File: src/rtl/fifo_uart_pkg.sv
// Shared constants for the FIFO-drain UART transmitter: data width, default baud divisor
// and the legacy-compatible state encodings.
package fifo_uart_pkg;

   localparam int unsigned DATA_W               = 8;
   localparam int unsigned CLKS_PER_BIT_DEFAULT = 868;

   typedef logic [2:0] state_t;

   localparam state_t IDLE   = 3'd0;
   localparam state_t FETCH  = 3'd1;
   localparam state_t LOAD   = 3'd2;
   localparam state_t START  = 3'd3;
   localparam state_t DATA   = 3'd4;
   localparam state_t PARITY = 3'd5;
   localparam state_t STOP   = 3'd6;

endpackage

File: src/rtl/uart_baud_tick.sv
// Bit-period counter: counts 0..CLKS_PER_BIT-1, ticks on the last count of each bit,
// and restarts from zero whenever clear is asserted.
module uart_baud_tick #(
   parameter int unsigned CLKS_PER_BIT = 868
) (
   input  logic clk,
   input  logic rst,
   input  logic clear,
   output logic tick
);

   localparam int unsigned CNT_W = (CLKS_PER_BIT > 1) ? $clog2(CLKS_PER_BIT) : 1;
   localparam logic [CNT_W-1:0] LAST = CNT_W'(CLKS_PER_BIT - 1);

   logic [CNT_W-1:0] cnt_q;
   logic [CNT_W-1:0] cnt_d;

   always_comb begin
      cnt_d = cnt_q + CNT_W'(1);
      if (clear || (cnt_q == LAST)) begin
         cnt_d = '0;
      end
   end

   always_ff @(posedge clk or posedge rst) begin
      if (rst) begin
         cnt_q <= '0;
      end else begin
         cnt_q <= cnt_d;
      end
   end

   assign tick = (cnt_q == LAST);

endmodule

File: src/rtl/fifo_uart_tx.sv
// FIFO drain stage: pops one byte when idle and serialises it as start/8N/stop.
// Define UART_TX_PARITY_EN to insert an even-parity bit between data and stop.
module fifo_uart_tx
   import fifo_uart_pkg::*;
#(
   parameter int unsigned CLKS_PER_BIT = CLKS_PER_BIT_DEFAULT,
   parameter int unsigned STOP_BITS    = 1
) (
   input  logic              clock,
   input  logic              reset,
   input  logic              tx_enable,
   input  logic              fifo_empty,
   input  logic [DATA_W-1:0] fifo_read_data,
   output logic              fifo_r_enable,
   output logic              tx,
   output logic              busy,
   output logic              frame_done
);

   localparam logic [2:0] LAST_DATA = 3'(DATA_W - 1);
   localparam logic [2:0] LAST_STOP = 3'(STOP_BITS - 1);

   state_t            state_q, state_d;
   logic [DATA_W-1:0] shift_q, shift_d;
   logic [2:0]        bit_cnt_q, bit_cnt_d;
   logic              tx_q, tx_d;
   logic              baud_clear;
   logic              bit_tick;
`ifdef UART_TX_PARITY_EN
   logic              parity_q, parity_d;
`endif

   uart_baud_tick #(
      .CLKS_PER_BIT(CLKS_PER_BIT)
   ) u_baud (
      .clk  (clock),
      .rst  (reset),
      .clear(baud_clear),
      .tick (bit_tick)
   );

   always_comb begin
      state_d   = state_q;
      shift_d   = shift_q;
      bit_cnt_d = bit_cnt_q;
`ifdef UART_TX_PARITY_EN
      parity_d  = parity_q;
`endif
      case (state_q)
         IDLE: begin
            if (tx_enable && !fifo_empty) begin
               state_d = FETCH;
            end
         end
         FETCH: state_d = LOAD;
         LOAD: begin
            shift_d = fifo_read_data;
`ifdef UART_TX_PARITY_EN
            parity_d = ^fifo_read_data;
`endif
            state_d = START;
         end
         START: begin
            if (bit_tick) begin
               state_d = DATA;
            end
         end
         DATA: begin
            if (bit_tick) begin
               shift_d   = {1'b0, shift_q[DATA_W-1:1]};
               bit_cnt_d = bit_cnt_q + 3'd1;
               if (bit_cnt_q == LAST_DATA) begin
`ifdef UART_TX_PARITY_EN
                  state_d = PARITY;
`else
                  state_d = STOP;
`endif
               end
            end
         end
`ifdef UART_TX_PARITY_EN
         PARITY: begin
            if (bit_tick) begin
               state_d = STOP;
            end
         end
`endif
         STOP: begin
            if (bit_tick) begin
               bit_cnt_d = bit_cnt_q + 3'd1;
               if (bit_cnt_q == LAST_STOP) begin
                  state_d = IDLE;
               end
            end
         end
         default: state_d = IDLE;
      endcase
      if (state_d != state_q) begin
         bit_cnt_d = '0;
      end
   end

   // Line level is derived from the next state so tx_q flips on the same edge as state_q.
   always_comb begin
      case (state_d)
         START:   tx_d = 1'b0;
         DATA:    tx_d = shift_d[0];
`ifdef UART_TX_PARITY_EN
         PARITY:  tx_d = parity_q;
`endif
         default: tx_d = 1'b1;
      endcase
   end

   assign baud_clear = (state_d != state_q) || (state_q == IDLE);

   always_ff @(posedge clock or posedge reset) begin
      if (reset) begin
         state_q   <= IDLE;
         shift_q   <= '0;
         bit_cnt_q <= '0;
         tx_q      <= 1'b1;
`ifdef UART_TX_PARITY_EN
         parity_q  <= 1'b0;
`endif
      end else begin
         state_q   <= state_d;
         shift_q   <= shift_d;
         bit_cnt_q <= bit_cnt_d;
         tx_q      <= tx_d;
`ifdef UART_TX_PARITY_EN
         parity_q  <= parity_d;
`endif
      end
   end

   assign tx            = tx_q;
   assign busy          = (state_q != IDLE);
   assign fifo_r_enable = (state_q == FETCH);
   assign frame_done    = (state_q == STOP) && bit_tick && (bit_cnt_q == LAST_STOP);

endmodule

File: config.mk
export PLATFORM = sky130hd
export DESIGN_NAME = fifo_uart_tx
export DESIGN_NICKNAME = d
export VERILOG_FILES = /design/src/rtl/fifo_uart_pkg.sv /design/src/rtl/uart_baud_tick.sv /design/src/rtl/fifo_uart_tx.sv
export SDC_FILE = /design/constraint.sdc
export NUM_CORES = 1
export LEC_CHECK = 0
export ABC_CLOCK_PERIOD_IN_PS = 3100
export CORE_UTILIZATION = 45
export CTS_BUF_LIST = sky130_fd_sc_hd__clkbuf_4 sky130_fd_sc_hd__clkbuf_8 sky130_fd_sc_hd__clkbuf_16
export CTS_CLUSTER_SIZE = 16
export DETAILED_ROUTE_END_ITERATION = 12
export PLACE_DENSITY = 0.76
export RECOVER_POWER = 100
export SLEW_MARGIN = 20
export SYNTH_ARGS = -nofsm -noshare
export SYNTH_HDL_FRONTEND = slang
export SYNTH_SLANG_ARGS = --single-unit
export TNS_END_PERCENT = 30
File: constraint.sdc
create_clock -name clock -period 3.1 [get_ports clock]
set_clock_uncertainty 0.15 [all_clocks]
set_input_delay 0.31 -clock clock [delete_from_list [all_inputs] [get_ports clock]]
set_output_delay 0.31 -clock clock [all_outputs]
set_load 0.005 [all_outputs]
## Word level (Yosys, flattened, before mapping)

Cells that the tools add are included.

| operators by class | value |
|---|---|
| div/mod/pow operators | 0 |
| shift-type cells | 0 |
| add/subtract/negate cells | 2 |
| order comparisons | 0 |
| multiplexer cells | 14 |
| reductions and logical operators | 15 |
| bitwise operators | 0 |
| equal/unequal tests | 11 |
| multipliers | 0 |

Operators with widths:

| operator | count |
|---|---|
| 3-bit two-way mux | 9 |
| 3-bit case mux with 6 select lines | 1 |
| 8-bit case mux with 2 select lines | 1 |
| 3-bit equality test (second input constant) | 4 |
| 10-bit by 1-bit adder with 10-bit output (second input constant) | 1 |
| 10-bit equality test (second input constant) | 1 |
| 10-bit two-way mux | 1 |
| 3-bit by 2-bit equality test with 1-bit output (second input constant) | 3 |
| 8-bit two-way mux | 1 |
| 3-bit zero test | 2 |
| 2-bit nonzero test | 3 |
| 2-bit AND reduction | 2 |
| 3-bit by 1-bit adder with 3-bit output (second input constant) | 1 |
| 3-bit by 1-bit equality test with 1-bit output (second input constant) | 1 |
| 1-bit logical AND | 3 |
| 3-bit != test | 1 |
| 3-bit nonzero test | 1 |
| 1-bit logical OR | 2 |
| 2-bit != test (second input constant) | 1 |
| 1-bit case mux with 2 select lines | 1 |
| 2-bit OR reduction | 1 |
| 1-bit zero test | 1 |

| word-level totals | value |
|---|---|
| output and inout bits | 4 |
| input port bits | 12 |
| RAM bits | 0 |
| flip-flop bits (word level) | 25 |
| word-level logic and storage cells | 48 |
| memories | 0 |
| ROM bits | 0 |
| bits in latches | 0 |

## Longest topological paths before layout

Gate-level depths: netlist (run 1).

| logic depth | value |
|---|---|
| depth after elaboration | 8 |
| depth in mapped cells | 6 |

## Modules after synthesis

A second synthesis (run 1) with hierarchy kept.

| unflattened totals | value |
|---|---|
| cell total of the unflattened synthesis | 150 |
| area total of the unflattened synthesis | 1511.4 µm² |

By module, submodules not included:

| module | instances | cells an instance | area an instance (µm²) | sequential area each (µm²) |
|---|---|---|---|---|
| fifo_uart_tx | 1 | 93 | 942.2 | 376.6 |
| uart_baud_tick | 1 | 57 | 569.3 | 250.2 |

## Worst setup path after synthesis (run 1)

Ideal clock, no wire load.

| path | value |
|---|---|
| kind | reg2reg |
| from | register u_baud.cnt_q[0] |
| to | register shift_q[2] |
| library setup time | 119 ps |
| arrival | 1586 ps |
| setup slack | 1245 ps |
| data required time | 2831 ps |
| buffers on the path | 0 |
| cell stages (with the launch flop) | 6 |
| clock period less this slack | 1855 ps |
| path through | dfrtp_1 -> ha_1 -> or3b_4 -> nor4_4 -> nor2_2 -> a21o_2 |

| between the ends | value |
|---|---|
| cells in the longest elaborated chain, start to end | 3 |

RTL lines:

| element | RTL line | source |
|---|---|---|
| start, declared | uart_baud_tick.sv:15 | `logic [CNT_W-1:0] cnt_q;` |
| start signal, assigned | uart_baud_tick.sv:29 | `cnt_q <= cnt_d;` |
| 10-bit equality test | uart_baud_tick.sv:33 | `assign tick = (cnt_q == LAST);` |
| 2-bit != test (no source line) | -- |  |
| 2-bit AND reduction (no source line) | -- |  |
| end signal, assigned | fifo_uart_tx.sv:128 | `shift_q <= shift_d;` |
| end, declared | fifo_uart_tx.sv:24 | `logic [DATA_W-1:0] shift_q, shift_d;` |

Every way passes these cells.
A chain may end at the register's enable or synchronous reset.

## Worst setup path in the final report (run 1)

| path | value |
|---|---|
| from | register u_baud.cnt_q[0] |
| to | register shift_q[5] |

The elaborated chain is that of the path after synthesis.

==> results of run 1 <==
## final timing paths
kind | end | depth (start not counted) | slack [ns] | from
hold / removal | shift_q[1] | 1 | 0.34 | shift_q[1]
setup reg to reg | shift_q[5] | 5 | 0.36 | u_baud.cnt_q[0]
min in group asynchronous | shift_q[5] | 2 | 0.47 | reset
max in group asynchronous | u_baud.cnt_q[8] | 2 | 1.75 | reset
hold reg to reg | shift_q[1] | 1 | 0.34 | shift_q[1]
setup / recovery | shift_q[5] | 5 | 0.36 | u_baud.cnt_q[0]
## stage by stage
stage          cells  power [uW]
6_report         184         515
5_1_grt          184         535
4_1_cts          184         521
3_5_place_dp     180         368
3_3_place_gp     180         367
2_1_floorplan    138         351
## power groups by stage
stage | Sequential [uW] | Combinational (uW) | Clock (uW)
after floorplan | 340 | 11.2 | 0
after global placement | 340 | 27.0 | 0
after detailed placement | 341 | 27.5 | 0
after CTS | 334 | 27.8 | 159
after global routing | 335 | 30.2 | 169
final | 334 | 26.8 | 153
## synthesized netlist by cell type (3+ instances only)
cell       count
a2111oi_0      3
a21o_2         5
a21oi_1        6
a22o_2         5
buf_2          3
dfrtp_1       24
ha_1           4
inv_1          4
nand2_1       12
nand3_1        6
nand4_1        4
nor2_1         9
nor2b_1        3
nor3_1         4
o21ai_0        6
xnor2_1        5
xor2_1         4
## registers in the layout, summed over array words and instances (netlist names)
signal and count:
shift_q 8, state_q 3, bit_cnt_q 3, u_baud.cnt_q 10
tx 1
## worst max-delay path: stages (launching register included)
cell and delay [ns]:
dfrtp_1 0.42, ha_1 0.27, or3b_1 0.43, nor4_2 0.83, nor2_1 0.27, a21o_2 0.28
## layout by cell type (no fill, tap or decap), types with 2 or more instances in the layout
cell / count
dlygate4sd3_1: 4
a21o_2: 5
or3b_1: 2
nand2b_1: 2
nor3_1: 4
o21ai_0: 6
nand3_1: 6
and3_1: 2
nand3b_1: 2
nor3b_1: 2
xnor2_1: 5
a2111oi_0: 3
inv_1: 4
mux2i_1: 2
dfrtp_1: 24
a22o_2: 5
xor2_1: 4
nand4_1: 4
ha_1: 4
nor2_1: 10
clkdlybuf4s50_1: 11
nor2b_1: 3
a21oi_1: 6
clkbuf_4: 4
nand2_1: 12
## cells by family (layout without fill, tap and decap cells)
| logic type | count (synthesis) | count (layout) | synth area share |
|---|---|---|---|
| multiplexers | 3 | 3 | 0.0221 |
| AO/OA/AOI/OAI | 33 | 33 | 0.174 |
| XOR/XNOR | 9 | 9 | 0.0558 |
| adder cells (fa/ha/maj) | 4 | 4 | 0.0354 |
| buffers and inverters | 8 | 23 | 0.0292 |
| AND/OR/NAND/NOR | 56 | 56 | 0.240 |
| flip-flops | 25 | 25 | 0.444 |
## metal layers
layer  GRT usage  share of wire
met3      0.0223          0.032
met1       0.255           0.48
met5           0              0
met4      0.0510          0.015
met2       0.312           0.48
## final cells by class
| cell class | instances | area, um^2 |
|---|---|---|
| fill | 270 | 1260 |
| multi-input combinational | 105 | 731 |
| sequential | 25 | 627 |
| timing repair buffer | 15 | 150 |
| tap | 31 | 38.8 |
| clock buffer | 4 | 30.0 |
| inverter | 4 | 15.0 |
==> summary.txt, run 1 <==
Global routing
  • Antenna violations before repair: 0
  • First-pass GRT wire length: 4.84 mm
  • Largest net degree at the start of global routing: 26
  • Total congestion overflow: 0
  • GRT Util Overall: 0.186
  • Vias in the first global route: 1,072

Place
  • Post-Place Setup Slack: 0.727 ns
  • Placer Congestion: 0.877
  • Post-DP HPWL: 1.98 mm
  • Port Buffers: 15
  • Cell area after placement: 1580 um^2

Clocking
  • CTS tree: yes
  • CTS resizes: 0
  • Clk_lat worst skew: 0.32 ns
  • Clk sink count: 25
  • CTS Hold Buffers Added: 0
  • Root Driver: clkbuf_4
  • Clk slew on worst S/H paths: 0.13 ns
  • TritonCTS Buffers: 3
  • CTS max path bufs: 2
  • Setup bufs post-CTS: 0
  • H-tree depth: 1

Synth
  • Synth unique cells: 43
  • Dominant cell type by area after synthesis: dfrtp_1
  • Synthesized instance count: 138
  • Ys flop type: dfrtp_1
  • Seq/Total Area, Yosys: 0.444
  • Mean Syn Cell Area: 10.2 um^2
  • Syn Std Cell Area: 1410 um^2
  • Flops & latches, synth: 25
  • Ys async rst share: 1.00
  • Synth top area share: 0.425
  • Post-synth EDFFs: 0
  • Synth top area cells: dfrtp_1 (43%), a22o_2 (3.5%), ha_1 (3.5%)
  • Syn Nets: 154
  • YS warnings: 0

STA
  • Hold Slack: 0.344 ns
  • Finish-stage setup viols: 0
  • Final Max Tran Viols: 0
  • RSZ-0062 raised after global routing: false
  • Final hold viol count: 0
  • Worst-Margin Slew: 0.984 ns
  • Max-slew headroom: 0.339
  • Max frequency: 366 MHz
  • Period utilisation layout: 0.882
  • Setup ws final: 0.365 ns
  • Min Tclk post-route: 2.74 ns
  • Setup TNS: 0 ns

Layout
  • Post-layout util: 0.558
  • Antenna diode count: 0
  • Fin nets: 170
  • Synthesis-to-finish area growth: 12.7%
  • Finished layout cell area: 1590 um^2
  • Share of cells above drive strength 1: 0.137

Power and ir drop
  • Comb pwr share: 0.052
  • Power Internal: 407 uW
  • Switching part of the total power: 0.209
  • Peak VDD IR: 0.284 mV
  • Power Dens Cells: 323 nW/um^2
  • Net load switching power: 107 uW
  • Clock network fraction of total power: 0.298
  • Part of the power in registers: 0.650
  • P_leak: 0.000705 uW

Critical path
  • CP Capture Type: flip-flop
  • Crit path DAT: 2.81 ns
  • Crit Path Max Fanout: 11
  • Kind of critical path: flip-flop to flip-flop
  • Worst Path Required: 3.17 ns
  • Worst setup SP type: flip-flop

Route
  • Via density: 5.92
  • ANT nets after route: 0
  • First drt pass iteration count: 8
  • Via count: 1,090
  • Initial drt markers: 29
  • WL/cell: 14.9 um
  • Routed Wire Length: 2.75 mm
  • DRC: 1

Die
  • CORE AREA: 2850 um^2
  • # rows: 19
  • Die area: 3370 um^2
  • Die height: 58.0 um
  • Starting Density: 0.495
  • IO Count: 16
  • Die width: 58.0 um

Hold path
  • Worst hold path class: flip-flop to flip-flop

Status
  • Outcome: complete, but fails checks
  • Failing checks: design-rule violations

Job
  • Max-Cap Viols: 0
Note: power is estimated with default switching activity, not from simulation.
==> inputs of run 2 (changes only) <==
--- a/config.mk
+++ b/config.mk
@@ -7,7 +7,7 @@
 export LEC_CHECK = 0
 export ABC_CLOCK_PERIOD_IN_PS = 3100
 export CORE_UTILIZATION = 45
-export CTS_BUF_LIST = sky130_fd_sc_hd__clkbuf_4 sky130_fd_sc_hd__clkbuf_8 sky130_fd_sc_hd__clkbuf_16
+export CTS_CLUSTER_DIAMETER = 80
 export CTS_CLUSTER_SIZE = 16
 export DETAILED_ROUTE_END_ITERATION = 12
 export PLACE_DENSITY = 0.76
==> run 2 against run 1 <==
The flow still finishes with violations (design-rule violations). Routed wire length grew 1.9%. First-iteration DRC count grew 6.9%. Combinational power hardly changed. Non-clock buffer count is the same. Critical path type unchanged. Critical endpoint unchanged. Largest cell class unchanged. Highest routed layer unchanged.
==> summary.txt, run 2 (same netlist as run 1, synthesis figures left out) <==
Layout
  • Register name with the most flops: u_baud.cnt_q
  • Most frequent cells in the layout: dfrtp_1 (24), nand2_1 (12), clkdlybuf4s50_1 (11)
  • Fin nets: 170
  • Count of non-filler cells in the finished layout: 184
  • Antenna diode count: 0
  • Largest register FFs: 10
  • Largest registers: u_baud.cnt_q x10, shift_q x8
  • Share of cells above drive strength 1: 0.131
  • Most common cell after layout, fill and taps aside: dfrtp_1
  • # fillers: 271
  • Synthesis-to-finish area growth: 12.4%

Die
  • # rows: 19
  • Die width: 58.0 um
  • Die height: 58.0 um
  • CORE AREA: 2850 um^2
  • Starting Density: 0.495
  • Die area: 3370 um^2
  • IO Count: 16

Clocking
  • Setup bufs post-CTS: 0
  • Clk sink count: 25
  • CTS max path bufs: 2
  • Clk slew on worst S/H paths: 0.13 ns
  • CTS resizes: 0
  • CTS tree: yes
  • H-tree depth: 1
  • Root Driver: clkbuf_4
  • Clk_lat worst skew: 0.32 ns
  • CTS Hold Buffers Added: 0
  • TritonCTS Buffers: 3

Status
  • Failing checks: design-rule violations
  • Outcome: complete, but fails checks

Critical path
  • Max incr delay on CP: 0.88 ns
  • CP Capture Type: flip-flop
  • Worst r2r src: u_baud.cnt_q[0]
  • Reg2Reg Setup Slack: 0.29 ns
  • Worst-case reg-to-reg path depth: 5
  • CP Launch Point: u_baud.cnt_q[0]
  • Kind of critical path: flip-flop to flip-flop
  • Crit path buffers/inverters: 0
  • Worst r2r dst: shift_q[5]
  • Crit path DAT: 2.88 ns
  • CP max-delay cell: nor4_2
  • Worst path cell trace: ha_1 > or3b_1 > nor4_2 > nor2_1 > a21o_2
  • Worst Path Required: 3.17 ns
  • Crit path max-delay family: simple AND/OR/NAND/NOR gates
  • Crit Path Max Fanout: 11
  • Worst setup SP type: flip-flop

STA
  • Max-slew headroom: 0.295
  • Final Max Tran Viols: 0
  • Min Tclk post-route: 2.81 ns
  • Finish-stage setup viols: 0
  • Period utilisation layout: 0.906
  • Setup TNS: 0 ns
  • Final hold viol count: 0
  • RSZ-0062 raised after global routing: false
  • Max frequency: 356 MHz
  • Worst-Margin Slew: 1.05 ns

Place
  • Placer Congestion: 0.877
  • # placed instances: 180
  • Port Buffers: 15
  • Post-DP HPWL: 1.98 mm

Hold path
  • Hold path start: shift_q[2]
  • Hold depth: 1
  • Hold Path End: shift_q[2]
  • Worst hold path class: flip-flop to flip-flop

Route
  • DRC: 1
  • Via density: 5.92
  • Via count: 1,090
  • ANT nets after route: 0
  • Initial drt markers: 31
  • First drt pass iteration count: 8
  • WL/cell: 15.2 um
  • Routed Wire Length: 2.80 mm

Power and ir drop
  • Peak VDD IR: 0.274 mV
  • Power Dens Cells: 319 nW/um^2
  • P_leak: 0.000702 uW

Job
  • Max-Cap Viols: 0

Global routing
  • Antenna violations before repair: 0
  • Largest net degree at the start of global routing: 26
  • GRT Util Overall: 0.189
  • Vias in the first global route: 1,073
  • Total congestion overflow: 0
  • First-pass GRT wire length: 4.89 mm
[run 2: changes by cell type in the layout (fill, tap and decap cells not counted)]
| cell | change |
|---|---|
| clkbuf_4 | -1 |
| clkbuf_1 | +1 |
[run 2: metrics by stage]
stage | setup WS, ns | cell area, um^2 | hold slack (ns) | util | power [uW]
floorplan | 1.25 | 1410 | 0.187 | - | 351
global placement | 0.750 | 1580 | 0.309 | 0.552 | 367
detailed placement | 0.727 | 1580 | 0.316 | 0.552 | 368
CTS | 0.345 | 1600 | 0.352 | 0.561 | 514
global route | 0.0773 | 1590 | 0.366 | 0.557 | 527
finish | 0.290 | 1590 | 0.352 | 0.557 | 506
[run 2: cell type report]
class / instances / area (um^2) / area share
timing repair buffer: 15 / 150 / 0.0946
tap: 31 / 38.8 / 0.0244
inverter: 4 / 15.0 / 0.00946
sequential: 25 / 627 / 0.395
clock buffer: 4 / 26.3 / 0.0165
multi-input combinational: 105 / 731 / 0.460
[run 2: worst reg2reg max path, cell delays in order (launching register included)]
cell,delay (ns)
dfrtp_1,0.43
ha_1,0.28
or3b_1,0.43
nor4_2,0.88
nor2_1,0.27
a21o_2,0.29
[run 2: worst max path at each step]
stage / cells after the start / endpoint
6_report: 5 / shift_q[5]
5_1_grt: 5 / frame_done
4_1_cts: 5 / frame_done
3_5_place_dp: 5 / frame_done
3_3_place_gp: 5 / frame_done
2_1_floorplan: 5 / shift_q[2]
[run 2: power breakdown]
| group | internal [uW] | switching (uW) | leakage [uW] |
|---|---|---|---|
| registers | 331 | 3.00 | 0.000293 |
| clock network | 50.3 | 94.7 | 0.0000150 |
| logic | 16.5 | 10.4 | 0.000393 |
[run 2: routing by layer]
layer / GRT usage / wire length (um)
met1: 0.261 / 1350
met2: 0.315 / 1330
met3: 0.0223 / 71
met4: 0.0510 / 42
met5: 0 / 0
==> inputs of run 3 (changes only) <==
--- a/config.mk
+++ b/config.mk
@@ -5,12 +5,12 @@
 export SDC_FILE = /design/constraint.sdc
 export NUM_CORES = 1
 export LEC_CHECK = 0
-export ABC_CLOCK_PERIOD_IN_PS = 3100
-export CORE_UTILIZATION = 45
+export ABC_CLOCK_PERIOD_IN_PS = 2900
+export CORE_UTILIZATION = 30
 export CTS_CLUSTER_DIAMETER = 80
 export CTS_CLUSTER_SIZE = 16
 export DETAILED_ROUTE_END_ITERATION = 12
-export PLACE_DENSITY = 0.76
+export PLACE_DENSITY = 0.58
 export RECOVER_POWER = 100
 export SLEW_MARGIN = 20
 export SYNTH_ARGS = -nofsm -noshare
==> constraint.sdc (replaced) <==
create_clock -name clock -period 2.9 [get_ports clock]
set_clock_uncertainty 0.15 [all_clocks]
set_input_delay 0.29 -clock clock [delete_from_list [all_inputs] [get_ports clock]]
set_output_delay 0.29 -clock clock [all_outputs]
set_load 0.005 [all_outputs]
==> run 3 against run 2 <==
The flow still finishes with violations (design-rule violations). Worst setup slack worse by 0.085 ns. Utilization fell by 19 points. Clock power rose by 39%. First-iteration DRC count increased by 58%. Sequential share of layout area decreased by 1.3 points. Design area up 3.3%. Total power grew 16%.
==> summary.txt, run 3 (same netlist as run 1, synthesis figures left out) <==
Global routing
  • Largest net degree at the start of global routing: 26
  • Vias in the first global route: 1,138
  • Antenna violations before repair: 0
  • Total congestion overflow: 0
  • First-pass GRT wire length: 5.05 mm
  • GRT Util Overall: 0.127

Clocking
  • Clk sink count: 25
  • H-tree depth: 1
  • CTS max path bufs: 2
  • CTS tree: yes
  • CTS resizes: 0
  • Root Driver: clkbuf_8
  • CTS Hold Buffers Added: 0
  • Clk slew on worst S/H paths: 0.08 ns
  • Clk_lat worst skew: 0.26 ns
  • TritonCTS Buffers: 3
  • Setup bufs post-CTS: 0

Critical path
  • Worst setup SP type: flip-flop
  • Reg2Reg Setup Slack: 0.21 ns
  • Crit Path Max Fanout: 11
  • Crit path DAT: 2.70 ns
  • CP Capture Type: flip-flop
  • Crit path max-delay family: simple AND/OR/NAND/NOR gates
  • Worst path cell trace: ha_1 > or3b_1 > nor4_2 > nor2_1 > a21o_2
  • CP max-delay cell: nor4_2
  • Kind of critical path: flip-flop to flip-flop
  • Max incr delay on CP: 0.81 ns
  • Crit path buffers/inverters: 0
  • Worst Path Required: 2.91 ns

Layout
  • Synthesis-to-finish area growth: 16.1%
  • # fillers: 443
  • Share of cells above drive strength 1: 0.136
  • Multi-input gate area: 731 um^2
  • Largest register FFs: 10
  • Antenna diode count: 0
  • Register area: 627 um^2
  • Largest registers: u_baud.cnt_q x10, shift_q x8
  • Fin nets: 171
  • Most frequent cells in the layout: dfrtp_1 (24), nand2_1 (12), clkdlybuf4s50_1 (11)
  • Register name with the most flops: u_baud.cnt_q
  • Most common cell after layout, fill and taps aside: dfrtp_1
  • Count of non-filler cells in the finished layout: 206

Place
  • Placer Congestion: 0.820
  • Port Buffers: 15
  • Post-DP HPWL: 2.10 mm
  • # placed instances: 202

Route
  • Via density: 5.26
  • Routed Wire Length: 2.83 mm
  • First drt pass iteration count: 8
  • ANT nets after route: 0
  • WL/cell: 13.7 um
  • Initial drt markers: 49
  • Via count: 1,083
  • DRC: 4

STA
  • Period utilisation layout: 0.929
  • Max-slew headroom: 0.358
  • Worst-Margin Slew: 0.956 ns
  • RSZ-0062 raised after global routing: false
  • Min Tclk post-route: 2.69 ns
  • Final Max Tran Viols: 0
  • Max frequency: 371 MHz
  • Setup TNS: 0 ns
  • Final hold viol count: 0
  • Finish-stage setup viols: 0

Die
  • # rows: 24
  • Die width: 70.6 um
  • CORE AREA: 4440 um^2
  • IO Count: 16
  • Die height: 70.6 um
  • Die area: 4990 um^2
  • Starting Density: 0.318

Power and ir drop
  • Power Dens Cells: 358 nW/um^2
  • Peak VDD IR: 0.209 mV
  • P_leak: 0.000715 uW

Job
  • Max-Cap Viols: 0

Status
  • Failing checks: design-rule violations
  • Outcome: complete, but fails checks

Hold path
  • Worst hold path class: flip-flop to flip-flop
==> run 3: changes by cell type in the layout (fill, tap and decap cells not counted) <==
| cell | before | now |
|---|---|---|
| clkbuf_8 | 0 | 3 |
| clkbuf_4 | 3 | 0 |
| buf_4 | 0 | 1 |
==> run 3: cell type report <==
type / count / area share
repair buffers: 16 / 0.0961
flip-flops and latches: 25 / 0.382
clock buffers: 4 / 0.0275
inverters: 4 / 0.00915
multi-input cells: 105 / 0.445
well taps: 52 / 0.0397
==> run 3: stage by stage <==
stage	hold WS, ns	power [uW]	instance area (um^2)	util	worst slack [ns]
after floorplan	0.167	375	1410	-	1.05
after global placement	0.317	393	1610	0.362	0.542
after detailed placement	0.328	394	1610	0.362	0.509
after CTS	0.349	600	1650	0.372	0.202
after global routing	0.366	617	1640	0.369	0.0152
final	0.345	587	1640	0.369	0.205
==> run 3: per-layer routing <==
layer	wire length, um	track usage
met5	0	0
met4	38	0.0467
met1	1380	0.169
met3	105	0.0128
met2	1310	0.216
==> run 3: path summary, 6_finish.rpt <==
kind,startpoint,to,depth (start not counted)
min in group asynchronous,reset,u_baud.cnt_q[5],2
max,u_baud.cnt_q[0],shift_q[3],5
min reg2reg,shift_q[5],shift_q[5],1
max in group asynchronous,reset,bit_cnt_q[0],2
max reg2reg,u_baud.cnt_q[0],shift_q[3],5
min,shift_q[5],shift_q[5],1
==> run 3: report_power, final <==
part | internal, uW | switching [uW]
Sequential | 354 | 3.10
Clock | 97.9 | 103
Combinational | 17.7 | 11.1
